## src/rtl/alu_seq.sv

```systemverilog
// Sequential ALU: single-cycle logic/arith/compare ops plus an optional WIDTH-cycle shift-add multiply.
// Latency: 1 cycle accept-to-out_valid for single-cycle ops, WIDTH+1 cycles for multiply.
// Backpressure: result held in HOLD until out_ready; in_ready only in IDLE, so no accept on the consume cycle.
module alu_seq #(
    parameter int WIDTH  = 32,
    parameter int MUL_EN = 1
) (
    input  logic             clk,
    input  logic             rst_n,
    input  logic             in_valid,
    output logic             in_ready,
    input  logic [WIDTH-1:0] src1,
    input  logic [WIDTH-1:0] src2,
    input  logic [3:0]       ALU_control,
    input  logic [2:0]       bonus_control,
    output logic             out_valid,
    input  logic             out_ready,
    output logic [WIDTH-1:0] result,
    output logic             zero,
    output logic             cout,
    output logic             overflow,
    output logic             illegal
);

    localparam logic [3:0] OP_AND  = 4'b0000;
    localparam logic [3:0] OP_OR   = 4'b0001;
    localparam logic [3:0] OP_ADD  = 4'b0010;
    localparam logic [3:0] OP_SUB  = 4'b0110;
    localparam logic [3:0] OP_SET  = 4'b0111;
    localparam logic [3:0] OP_MUL  = 4'b1000;
    localparam logic [3:0] OP_NOR  = 4'b1100;
    localparam logic [3:0] OP_NAND = 4'b1101;
    localparam int         CW      = $clog2(WIDTH);

    typedef enum logic [1:0] {IDLE, MUL, HOLD} state_t;

    state_t             state;
    logic [2*WIDTH-1:0] acc;
    logic [2*WIDTH-1:0] mcand;
    logic [2*WIDTH-1:0] acc_next;
    logic [WIDTH-1:0]   mplier;
    logic [CW-1:0]      cnt;

    logic               sub_op;
    logic [WIDTH-1:0]   b_eff;
    logic [WIDTH:0]     sum_full;
    logic [WIDTH-1:0]   sum_low;
    logic               add_ovf;
    logic               is_eq;
    logic               is_lt;
    logic               set_cond;
    logic [WIDTH-1:0]   alu_res;
    logic               alu_cout;
    logic               alu_ovf;
    logic               alu_ill;

    // New work is only taken while idle; the decision depends on state alone.
    assign in_ready = (state == IDLE);

    // One shift-add step: add the shifted multiplicand when the current multiplier bit is set.
    assign acc_next = mplier[0] ? (acc + mcand) : acc;

    // Single-cycle datapath; SET shares the subtractor and derives signed-less from sign XOR overflow.
    always_comb begin
        sub_op   = (ALU_control == OP_SUB) || (ALU_control == OP_SET);
        b_eff    = sub_op ? ~src2 : src2;
        sum_full = {1'b0, src1} + {1'b0, b_eff} + {{WIDTH{1'b0}}, sub_op};
        sum_low  = {1'b0, src1[WIDTH-2:0]} + {1'b0, b_eff[WIDTH-2:0]} + {{(WIDTH-1){1'b0}}, sub_op};
        add_ovf  = sum_low[WIDTH-1] ^ sum_full[WIDTH];
        is_eq    = (src1 == src2);
        is_lt    = sum_full[WIDTH-1] ^ add_ovf;
        set_cond = 1'b0;
        alu_res  = '0;
        alu_cout = 1'b0;
        alu_ovf  = 1'b0;
        alu_ill  = 1'b0;
        case (ALU_control)
            OP_AND:  alu_res = src1 & src2;
            OP_OR:   alu_res = src1 | src2;
            OP_NOR:  alu_res = ~(src1 | src2);
            OP_NAND: alu_res = ~(src1 & src2);
            OP_ADD, OP_SUB: begin
                alu_res  = sum_full[WIDTH-1:0];
                alu_cout = sum_full[WIDTH];
                alu_ovf  = add_ovf;
            end
            OP_SET: begin
                case (bonus_control)
                    3'b000:  set_cond = is_lt;
                    3'b001:  set_cond = !is_lt && !is_eq;
                    3'b010:  set_cond = is_lt || is_eq;
                    3'b011:  set_cond = !is_lt;
                    3'b100:  set_cond = is_eq;
                    3'b101:  set_cond = !is_eq;
                    default: alu_ill  = 1'b1;
                endcase
                alu_res = {{(WIDTH-1){1'b0}}, set_cond};
            end
            // Only reaches here when multiply is disabled; otherwise IDLE routes it to MUL.
            OP_MUL:  alu_ill = (MUL_EN == 0);
            default: alu_ill = 1'b1;
        endcase
    end

    // Control FSM with registered result/flags; reset aborts any in-flight multiply.
    always_ff @(posedge clk) begin
        if (!rst_n) begin
            state     <= IDLE;
            out_valid <= 1'b0;
            result    <= '0;
            zero      <= 1'b0;
            cout      <= 1'b0;
            overflow  <= 1'b0;
            illegal   <= 1'b0;
            acc       <= '0;
            mcand     <= '0;
            mplier    <= '0;
            cnt       <= '0;
        end else begin
            case (state)
                IDLE: begin
                    if (in_valid) begin
                        if ((MUL_EN != 0) && (ALU_control == OP_MUL)) begin
                            state  <= MUL;
                            acc    <= '0;
                            mcand  <= {{WIDTH{1'b0}}, src1};
                            mplier <= src2;
                            cnt    <= '0;
                        end else begin
                            state     <= HOLD;
                            out_valid <= 1'b1;
                            result    <= alu_res;
                            zero      <= (alu_res == '0);
                            cout      <= alu_cout;
                            overflow  <= alu_ovf;
                            illegal   <= alu_ill;
                        end
                    end
                end
                MUL: begin
                    acc    <= acc_next;
                    mcand  <= mcand << 1;
                    mplier <= mplier >> 1;
                    cnt    <= cnt + CW'(1);
                    if (cnt == CW'(WIDTH - 1)) begin
                        state     <= HOLD;
                        out_valid <= 1'b1;
                        result    <= acc_next[WIDTH-1:0];
                        zero      <= (acc_next[WIDTH-1:0] == '0);
                        cout      <= 1'b0;
                        overflow  <= |acc_next[2*WIDTH-1:WIDTH];
                        illegal   <= 1'b0;
                    end
                end
                HOLD: begin
                    if (out_ready) begin
                        state     <= IDLE;
                        out_valid <= 1'b0;
                    end
                end
                default: state <= IDLE;
            endcase
        end
    end

endmodule

```

## config.mk

```make
export PLATFORM = sky130hd
export DESIGN_NAME = alu_seq
export DESIGN_NICKNAME = d
export VERILOG_FILES = /design/src/rtl/alu_seq.sv
export SDC_FILE = /design/constraint.sdc
export NUM_CORES = 1
export LEC_CHECK = 0
export BUFFER_PORTS_ARGS = -buffer_cell sky130_fd_sc_hd__buf_2
export CAP_MARGIN = 20
export CORE_UTILIZATION = 45
export CTS_CLUSTER_DIAMETER = 40
export DETAILED_ROUTE_END_ITERATION = 16
export HOLD_SLACK_MARGIN = 0.15
export SLEW_MARGIN = 0
export SYNTH_ARGS = -nofsm -noshare
export SYNTH_HDL_FRONTEND = slang
export SYNTH_SLANG_ARGS = --single-unit
```

## constraint.sdc

```tcl
create_clock -name clk -period 6 [get_ports clk]
set_clock_uncertainty 0.1 [all_clocks]
set_input_delay 0.6 -clock clk [delete_from_list [all_inputs] [get_ports clk]]
set_output_delay 0.6 -clock clk [all_outputs]
set_load 0.02 [all_outputs]
```

After elaboration in Yosys (flattened, before gate mapping)
Cells that the tools add are included.
{"block": "op_classes", "addsub": 6, "n_reduce_logical": 20, "eq_ne": 21, "n_mux": 49, "bitwise": 7}
{"cell": "two-way mux 64 bit", "count": 5}
{"cell": "one-hot mux 64 bit (2 select lines)", "count": 2}
{"cell": "two-way mux 32 bit", "count": 6}
{"cell": "one-hot mux 32 bit (6 select lines)", "count": 1}
{"cell": "one-hot mux 32 bit (2 select lines)", "count": 2}
{"cell": "NOT 32 bit", "count": 3}
{"cell": "adder 64 bit", "count": 1}
{"cell": "logical NOT 32 bit", "count": 2}
{"cell": "adder 32 x 32 -> 33 bit", "count": 1}
{"cell": "adder 33 x 1 -> 33 bit", "count": 1}
{"cell": "adder 31 x 31 -> 32 bit", "count": 1}
{"cell": "adder 32 x 1 -> 32 bit", "count": 1}
{"cell": "bitwise AND 32 bit", "count": 1}
{"cell": "equality test 32 bit", "count": 1}
{"cell": "OR 32 bit", "count": 1}
{"cell": "OR reduction 32 bit", "count": 1}
{"cell": "two-way mux 1 bit", "count": 18}
{"cell": "equality test 4 bit, second input constant", "count": 3}
{"cell": "OR reduction 6 bit", "count": 2}
{"cell": "two-way mux 5 bit", "count": 2}
{"cell": "one-hot mux 1 bit (2 select lines)", "count": 5}
{"cell": "one-hot mux 5 bit (2 select lines)", "count": 1}
{"cell": "equality test 4 x 3 -> 1 bit, second input constant", "count": 2}
{"cell": "two-way mux 2 bit", "count": 4}
{"cell": "other kinds (27)", "count": 36}
{"block": "word_totals", "output_inout_bits": 38, "input_bits": 75, "reg_bits": 204, "word_cells": 114}

Depth between registers and ports, before layout
Gate-level depths: netlist of run 1.
{"block": "depth", "depth_word": 15, "ltp_mapped": 19, "ltp_nobuf": 15}

Worst setup path before layout of run 1
OpenSTA, ideal clock, no wires.
{"block": "synth_timing", "kind": "input to register", "start": "input ALU_control[3]", "end": "register overflow", "cell_stages": 19, "setup_ps": 132, "setup_slack_ps": 1535, "required_ps": 5768, "arrival_time_ps": 4234, "n_path_buf": 4, "cell_sequence": "buf_4 -> nand3b_1 -> buf_2 -> buf_1 -> xnor2_1 -> ha_1 -> buf_2 -> nand2_1 -> o211a_1 -> o221a_2 -> a21oi_4 -> a2bb2oi_2 -> or3_1 -> nand4_1 -> a2111oi_2 -> nand4_1 -> nand4bb_1 -> a2111oi_2 -> nor3_1"}
{"block": "synth_via", "elab_chain_cells": 10, "elab_cells_between_ends": 18, "classes_between": "add/sub: 4; eq/ne: 5; mux: 5; bitwise: 1; reduce/logical: 3"}
{"item": "from (decl)", "line": "14", "text": "input logic [3:0] ALU_control,"}
{"item": "equality test 4 x 3 -> 1 bit (on tied branches)", "line": "65, 77"}
{"item": "logical OR 1 bit", "line": "65", "text": "sub_op = (ALU_control == OP_SUB) || (ALU_control == OP_SET);"}
{"item": "two-way mux 32 bit", "line": "66", "text": "b_eff = sub_op ? ~src2 : src2;"}
{"item": "adder 32 x 32 -> 33 bit / adder 31 x 31 -> 32 bit (equally long branches)", "line": "67, 68"}
{"item": "adder 33 x 1 -> 33 bit / adder 32 x 1 -> 32 bit (equally long branches)", "line": "67, 68"}
{"item": "bitwise XOR 1 bit", "line": "69", "text": "add_ovf = sum_low[WIDTH-1] ^ sum_full[WIDTH];"}
{"item": "two-way mux 1 bit", "line": "77", "text": "case (ALU_control)"}
{"item": "two-way mux 1 bit", "line": "123", "text": "if ((MUL_EN != 0) && (ALU_control == OP_MUL)) begin"}
{"item": "two-way mux 1 bit", "line": "122", "text": "if (in_valid) begin"}
{"item": "one-hot mux 1 bit (2 select lines)", "line": "120", "text": "case (state)"}
{"item": "to (signal assigned)", "line": "135", "text": "overflow <= alu_ovf;"}
{"item": "to (signal assigned)", "line": "151", "text": "overflow <= |acc_next[2*WIDTH-1:WIDTH];"}
{"item": "to (decl)", "line": "21", "text": "output logic overflow,"}
Parallel ways exist; a longest one is shown, timed or not. The select of a mux whose other input is x is not followed.
A chain may end at the register's enable or synchronous reset.

Worst setup path after layout of run 1
{"block": "layout_timing", "start": "register mcand[24]", "end": "register overflow"}
{"block": "layout_via", "elab_chain_cells": 5}
{"item": "from (decl)", "line": "39", "text": "logic [2*WIDTH-1:0] mcand;"}
{"item": "from (signal assigned)", "line": "126", "text": "mcand <= {{WIDTH{1'b0}}, src1};"}
{"item": "from (signal assigned)", "line": "142", "text": "mcand <= mcand << 1;"}
{"item": "adder 64 bit", "line": "61", "text": "assign acc_next = mplier[0] ? (acc + mcand) : acc;"}
{"item": "two-way mux 64 bit", "line": "61"}
{"item": "OR reduction 32 bit", "line": "151"}
{"item": "two-way mux 1 bit", "line": "145", "text": "if (cnt == CW'(WIDTH - 1)) begin"}
{"item": "one-hot mux 1 bit (2 select lines)", "line": "120"}
No other way between the ends. The select of a mux whose other input is x is not followed.

==> reports/qor.yml, run 1 <==
worst_hold_path:
  min_path_cells: 3
  min_to: "mplier[25]"
  min_path_type: "in -> reg"
  hp-start: "src2[25]"
setup_path:
  crit_type: "reg -> reg"
  reg2reg_to: "overflow"
  crit_chain: "ha_1 -> nand2_1 -> nor3_1 -> nand3_1 -> a211oi_1 -> o211ai_1 -> a21o_1 -> a21oi_1 -> xor2_1 -> or3_1 -> o31a_1 -> a2111oi_2 -> nor3_1"
  worst-path-buf-inv: 0
  cp.arrival_ns: 5.01
  cpMaxStageDelayCell: "a211oi_1"
  cp-end-kind: "flip-flop"
  cp_top_family: "compound AO/OA/AOI/OAI gates"
  worstPathRequired_ns: 6.32
  r2r_cells: 13
  crit_path_start_kind: "flip-flop"
  critPathMostFrequentCell: "nor3_1"
  worstReg2RegStart: "mcand[24]"
  cp.depth: 13
  worstPathMaxFanout: 5
  rrSetupSlack_ns: 1.31
  critPathMaxStageDelay_ns: 0.73
route:
  vias: 17450
  wirelength_mm: 61.59
  viasPerCell: 6.137
  drt_pre_antenna_iters: 9
  drt_iter0_markers: 1876
  final_antenna_net_count: 0
  remaining_drc_errors: 0
  wl_per_cell_um: 21.66
timing:
  period_share_pct: 78.22
  rsz0062_at_grt: "false"
  fin_crit_ns: 4.693
  setup_violations: 0
  holdWs_ns: 0.2787
  layout_setup_ws_ns: 1.307
  timing.setup.tns_ns: 0
  tightest_slew_ns: 1.168
  fmax_ghz: 0.2131
  maxSlewViolCount: 0
  slew_headroom_pct: 22.16
  hold_viol: 0
finish:
  fin_util_pct: 51.24
  fin_nets: 2541
  stdcell_count: 2844
  finalInstanceArea_sq_um: 19300
  area_growth_pct: 12.17
  drive_above_1_share_pct: 11.06
floorplan:
  io_pins: 113
  rows: 71
  dieWidth_um: 197.5
  start_util_pct: 45.68
  dieArea_sq_um: 39020
  die_h_um: 197.5
  core_sq_um: 37670
logic_synthesis:
  ys_types: 90
  yosys.area.top_type: "dfxtp_1"
  postSynthCellCount: 2287
  async_flop_share_pct: 0
  ys.flop_type: "dfxtp_1"
  synth_area_leaders: "dfxtp_1 24%, ha_1 12%, a21oi_1 6.8%"
  synthTopCellsByCount: "290 x nor2_1, 234 x a21oi_1, 230 x nand2_1"
  synthesis.nets: 2524
  ys_ff_latch: 204
  yosys.area.top_type_share_pct: 23.73
  ys.warnings.count: 0
  synth_edf_count: 0
  synthesis.area_sq_um: 17210
  yosysMostFrequentCell: "nor2_1"
  avgSynthCellArea_sq_um: 7.524
  synth-seq-area-share_pct: 23.73
global_route:
  grt_usage_pct: 31.28
  grt.overflow.total: 0
  grt_start_max_net_pins: 170
  grt_pass1_vias: 16100
  antenna_found_initial: 2
  grt_pass1_wl_mm: 94.72
placed_design:
  dp_hpwl_mm: 46.51
  io_buffers: 112
  dpl_cell_area_sq_um: 17990
  dp.cells: 2774
  gp_congestion: 1.000
  place_ws_ns: 1.078
clock_network:
  cts-buffers-inserted: 38
  postCtsSetupBuffers: 0
  cts_max_level: 2
  root_buffer: "clkbuf_16"
  hold_buffers: 1
  cts_tree: "yes"
  cts.repair.resized: 0
  clk_pin_slew_ns: 0.06
  clk_latency_ns: 0.57
  cts_buffer_depth: 3
  clock_sinks: 204
pwr:
  pwr_density_cell_nw_per_um2: 225.1
  switching_share_pct: 30.05
  power.total_mw: 4.345
  p_comb_share_pct: 17.0
  p_sw_mw: 1.306
  p_leak_nw: 8.203
  p_clk_share_pct: 50.9
  irDropWorstVdd_mv: 0.2182
  pwr-share-seq_pct: 32.1
  p_int_mw: 3.039
run:
  cap_viol_max_count: 0
status:
  status: "complete, no violations"
==> power by group through the flow <==
stage	clock (mW)	combinational, mW	sequential (mW)
3_5_place_dp	0	0.726	1.42
6_report	2.21	0.739	1.39
2_1_floorplan	0	0.486	1.43
3_3_place_gp	0	0.723	1.42
4_1_cts	2.25	0.729	1.39
5_1_grt	2.31	0.808	1.39
==> how the worst max path moves through the flow <==
stage | startpoint | end
CTS | mcand[24] | overflow
global route | ALU_control[3] | zero
global placement | ALU_control[3] | zero
detailed placement | ALU_control[3] | overflow
floorplan | ALU_control[3] | overflow
finish | mcand[24] | overflow
==> flip-flops by register name, indices dropped and copies added, names as in the netlist <==
name	flops
cout	1
zero	1
mcand	64
overflow	1
illegal	1
mplier	32
result	32
acc	64
cnt	5
out_valid	1
state	2
==> cell usage in the layout (no fill, tap or decap), drive strengths merged, types with 73 or more instances in the layout <==
cell type  instances
o21ai            103
a22oi             89
a21oi            243
nor2             290
dfxtp            204
xnor2             73
inv              133
ha               160
nand2            230
buf              128
==> area by class of cell <==
| cell class | count | area, sq um |
|---|---|---|
| repair buffers | 129 | 705.7 |
| well taps | 511 | 639.4 |
| fillers | 3802 | 18370 |
| diodes | 1 | 2.502 |
| inverters | 123 | 466.7 |
| multi-input cells | 1808 | 12100 |
| flip-flops and latches | 204 | 4085 |
| clock buffers | 45 | 1008 |
| clock inverters | 23 | 289.0 |
==> tightest hold or removal path, delay by kind of cell <==
family	cells	cell delay, ns
compound gates	1	0.09
buf+inv	1	0.14
simple gates	1	0.08
==> routing by layer <==
| metal | track usage (%) | wire [um] | vias up |
|---|---|---|---|
| met3 | 5.976 | 5261 | 84 |
| met5 | 0 | 13 | - |
| li1 | - | - | 8401 |
| met2 | 45.81 | 25460 | 657 |
| met1 | 46.58 | 29690 | 8310 |
| met4 | 7.206 | 1166 | 2 |
==> kinds of logic (layout without fill, tap and decap cells) <==
family          count (synthesis)  count (layout)  synth area share [%]
flops                         204             204                 23.73
mux                            70              70                 4.247
xor+xnor                      113             113                 5.752
other cells                     0               1                     0
fa+ha+maj                     162             162                 11.87
buf+inv                       275             320                 6.225
compound gates                717             717                 28.47
simple gates                  746             746                 19.71
Note: power is estimated with default switching activity, not from simulation.
==> run 2, diff against run 1 <==
Clock period 6 ns to 3.8 ns, I/O delays scaled along.
==> reports/qor.yml, run 2 (synthesis gave the netlist of run 1 again) <==
timing:
  slew_headroom_pct: 26.10  # was 22.16%
  timing.setup.tns_ns: -0.1643  # was 0 ns
  period_share_pct: 102.8  # was 78.22%
  holdWs_ns: 0.1802  # was 0.2787 ns
  tightest_slew_ns: 1.109  # was 1.168 ns
  rsz0062_at_grt: "true"  # was false
  setup_violations: 2  # was 0
  layout_setup_ws_ns: -0.1073  # was 1.307 ns
  fmax_ghz: 0.2559  # was 0.2131 GHz
  fin_crit_ns: 3.907  # was 4.693 ns
  hold_viol: 0  # unchanged
  maxSlewViolCount: 0  # unchanged
setup_path:
  crit_path_start_kind: "flip-flop"  # unchanged
  crit_type: "reg -> reg"  # unchanged
  cp.arrival_ns: 4.24  # was 5.01 ns
  critPathMostFrequentCell: "a21oi_1"  # was nor3_1
  critPathMaxStageDelay_ns: 0.41  # was 0.73 ns
  cp-end-kind: "flip-flop"  # unchanged
  worstPathMaxFanout: 5  # unchanged
  cpMaxStageDelayCell: "ha_1"  # was a211oi_1
  worstPathRequired_ns: 4.13  # was 6.32 ns
  crit_chain: "ha_1 -> a21oi_1 -> a21oi_1 -> o21ai_1 -> a211oi_1 -> buf_4 -> o211ai_1 -> a21o_1 -> a21oi_2 -> xor2_1 -> or3_1 -> o31a_1 -> a2111oi_2 -> nor3_1"  # was ha_1 -> nand2_1 -> nor3_1 -> nand3_1 -> a211oi_1 -> o211ai_1 -> a21o_1 -> a21oi_1 -> xor2_1 -> or3_1 -> o31a_1 -> a2111oi_2 -> nor3_1
global_route:
  grt_start_max_net_pins: 79  # was 170
  grt_pass1_wl_mm: 103.2  # was 94.72 mm
  grt.overflow.total: 0  # unchanged
  grt_usage_pct: 33.93  # was 31.28%
  antenna_found_initial: 1  # was 2
  grt_pass1_vias: 18300  # was 16,100
finish:
  final_common_cell: "buf_4"  # was nor2_1
  drive_above_1_share_pct: 24.01  # was 11.06%
  area_growth_pct: 34.17  # was 12.17%
  reg_top3: "acc x64, mcand x64"  # unchanged
  fin_nets: 2961  # was 2,541
  final_cell_mix: "362 x buf_4, 288 x nor2_1, 230 x nand2_1"  # was 288 x nor2_1, 233 x a21oi_1, 230 x nand2_1
  fin_util_pct: 61.29  # was 51.24%
  finalInstanceArea_sq_um: 23090  # was 19,300 sq um
floorplan:
  core_sq_um: 37670  # unchanged
  die_h_um: 197.5  # unchanged
  rows: 71  # unchanged
  dieArea_sq_um: 39020  # unchanged
  io_pins: 113  # unchanged
  start_util_pct: 45.68  # unchanged
  dieWidth_um: 197.5  # unchanged
worst_hold_path:
  min_path_type: "in -> reg"  # unchanged
clock_network:
  cts_max_level: 2  # unchanged
  clock_sinks: 204  # unchanged
  cts-buffers-inserted: 42  # was 38
  cts_tree: "yes"  # unchanged
  clk_pin_slew_ns: 0.06  # about the same
  clk_latency_ns: 0.58  # was 0.57 ns
  cts_buffer_depth: 3  # unchanged
  root_buffer: "clkbuf_16"  # unchanged
route:
  drt_iter0_markers: 1742  # was 1,876
  wirelength_mm: 66.68  # was 61.59 mm
  wl_per_cell_um: 20.40  # was 21.66 um
  viasPerCell: 5.906  # was 6.137
  final_antenna_net_count: 0  # unchanged
  vias: 19310  # was 17,450
  remaining_drc_errors: 0  # unchanged
  drt_pre_antenna_iters: 8  # was 9
placed_design:
  dp_hpwl_mm: 51.79  # was 46.51 mm
  gp_congestion: 0.9642  # was 1.000
  dpl_cell_area_sq_um: 20710  # was 17,990 sq um
  io_buffers: 112  # unchanged
run:
  cap_viol_max_count: 0  # unchanged
status:
  status: "finished, violations left"  # was complete, no violations
  violations: "setup timing"
pwr:
  irDropWorstVdd_mv: 0.3448  # was 0.2182 mV
  pwr_density_cell_nw_per_um2: 327.5  # was 225.1 nW/um^2
  p_leak_nw: 10.37  # was 8.203 nW
[run 2: changes by cell type in the layout (fill, tap and decap cells not counted), sizes merged, moves of 2 or more]
cell / before / now
buf: 128 / 480
dlygate4sd3: 1 / 65
clkinv: 7 / 12
clkbuf: 45 / 48
clkinvlp: 2 / 4
inv: 133 / 131
[run 2: metrics by stage]
stage | std cells | setup slack, ns | total power, mW
floorplan | 2287 | -0.07812 | 3.045
global placement | 3122 | -0.5388 | 3.662
detailed placement | 3122 | -0.6359 | 3.679
CTS | 3267 | -0.1093 | 7.563
global route | 3269 | -0.2668 | 7.823
finish | 3269 | -0.1073 | 7.560
[run 2: layer usage]
| layer | global-route usage, % | share of wire [%] |
|---|---|---|
| met1 | 48.41 | 47 |
| met5 | 0 | 0 |
| met4 | 9.934 | 2.5 |
| met2 | 52.88 | 44 |
| met3 | 4.405 | 6.8 |
[run 2: cell type report]
cell class                      count  area, sq um
Inverter                          123        466.7
Antenna cell                        1        2.502
Tap cell                          511        639.4
Multi-Input combinational cell   1808        12360
Clock buffer                       48         1094
Sequential cell                   204         4088
Timing Repair Buffer              545         4064
Fill cell                        3482        14580
Clock inverter                     29        367.9
[run 2: final timing paths]
| path | start | endpoint | slack [ns] | cells after the start |
|---|---|---|---|---|
| worst max register to register | mcand[2] | overflow | -0.11 | 14 |
| worst max-delay path | mcand[2] | overflow | -0.11 | 14 |
| worst min register to register | result[28] | result[28] | 0.34 | 2 |
| worst min-delay path | src1[1] | mcand[1] | 0.18 | 4 |
[run 2: worst max-delay path, delay by kind of cell (launching register included)]
family	cells	cell delay (ns)
compound gates	9	2.16
xor+xnor	1	0.11
simple gates	2	0.46
fa+ha+maj	1	0.41
flops	1	0.32
buf+inv	1	0.20
[run 2: where the power goes]
group	switching, mW	internal [mW]
clock network	1.38	2.45
logic	0.836	0.693
registers	0.0249	2.17
total	2.24	5.32
[run 2: timing repair]
item	CTS	global route
pin swaps	18	8
setup buffers	3	1
setup endpoints to repair	2	8
endpoints found under the hold margin	67	0
hold buffers	65	0
resized for setup	20	31
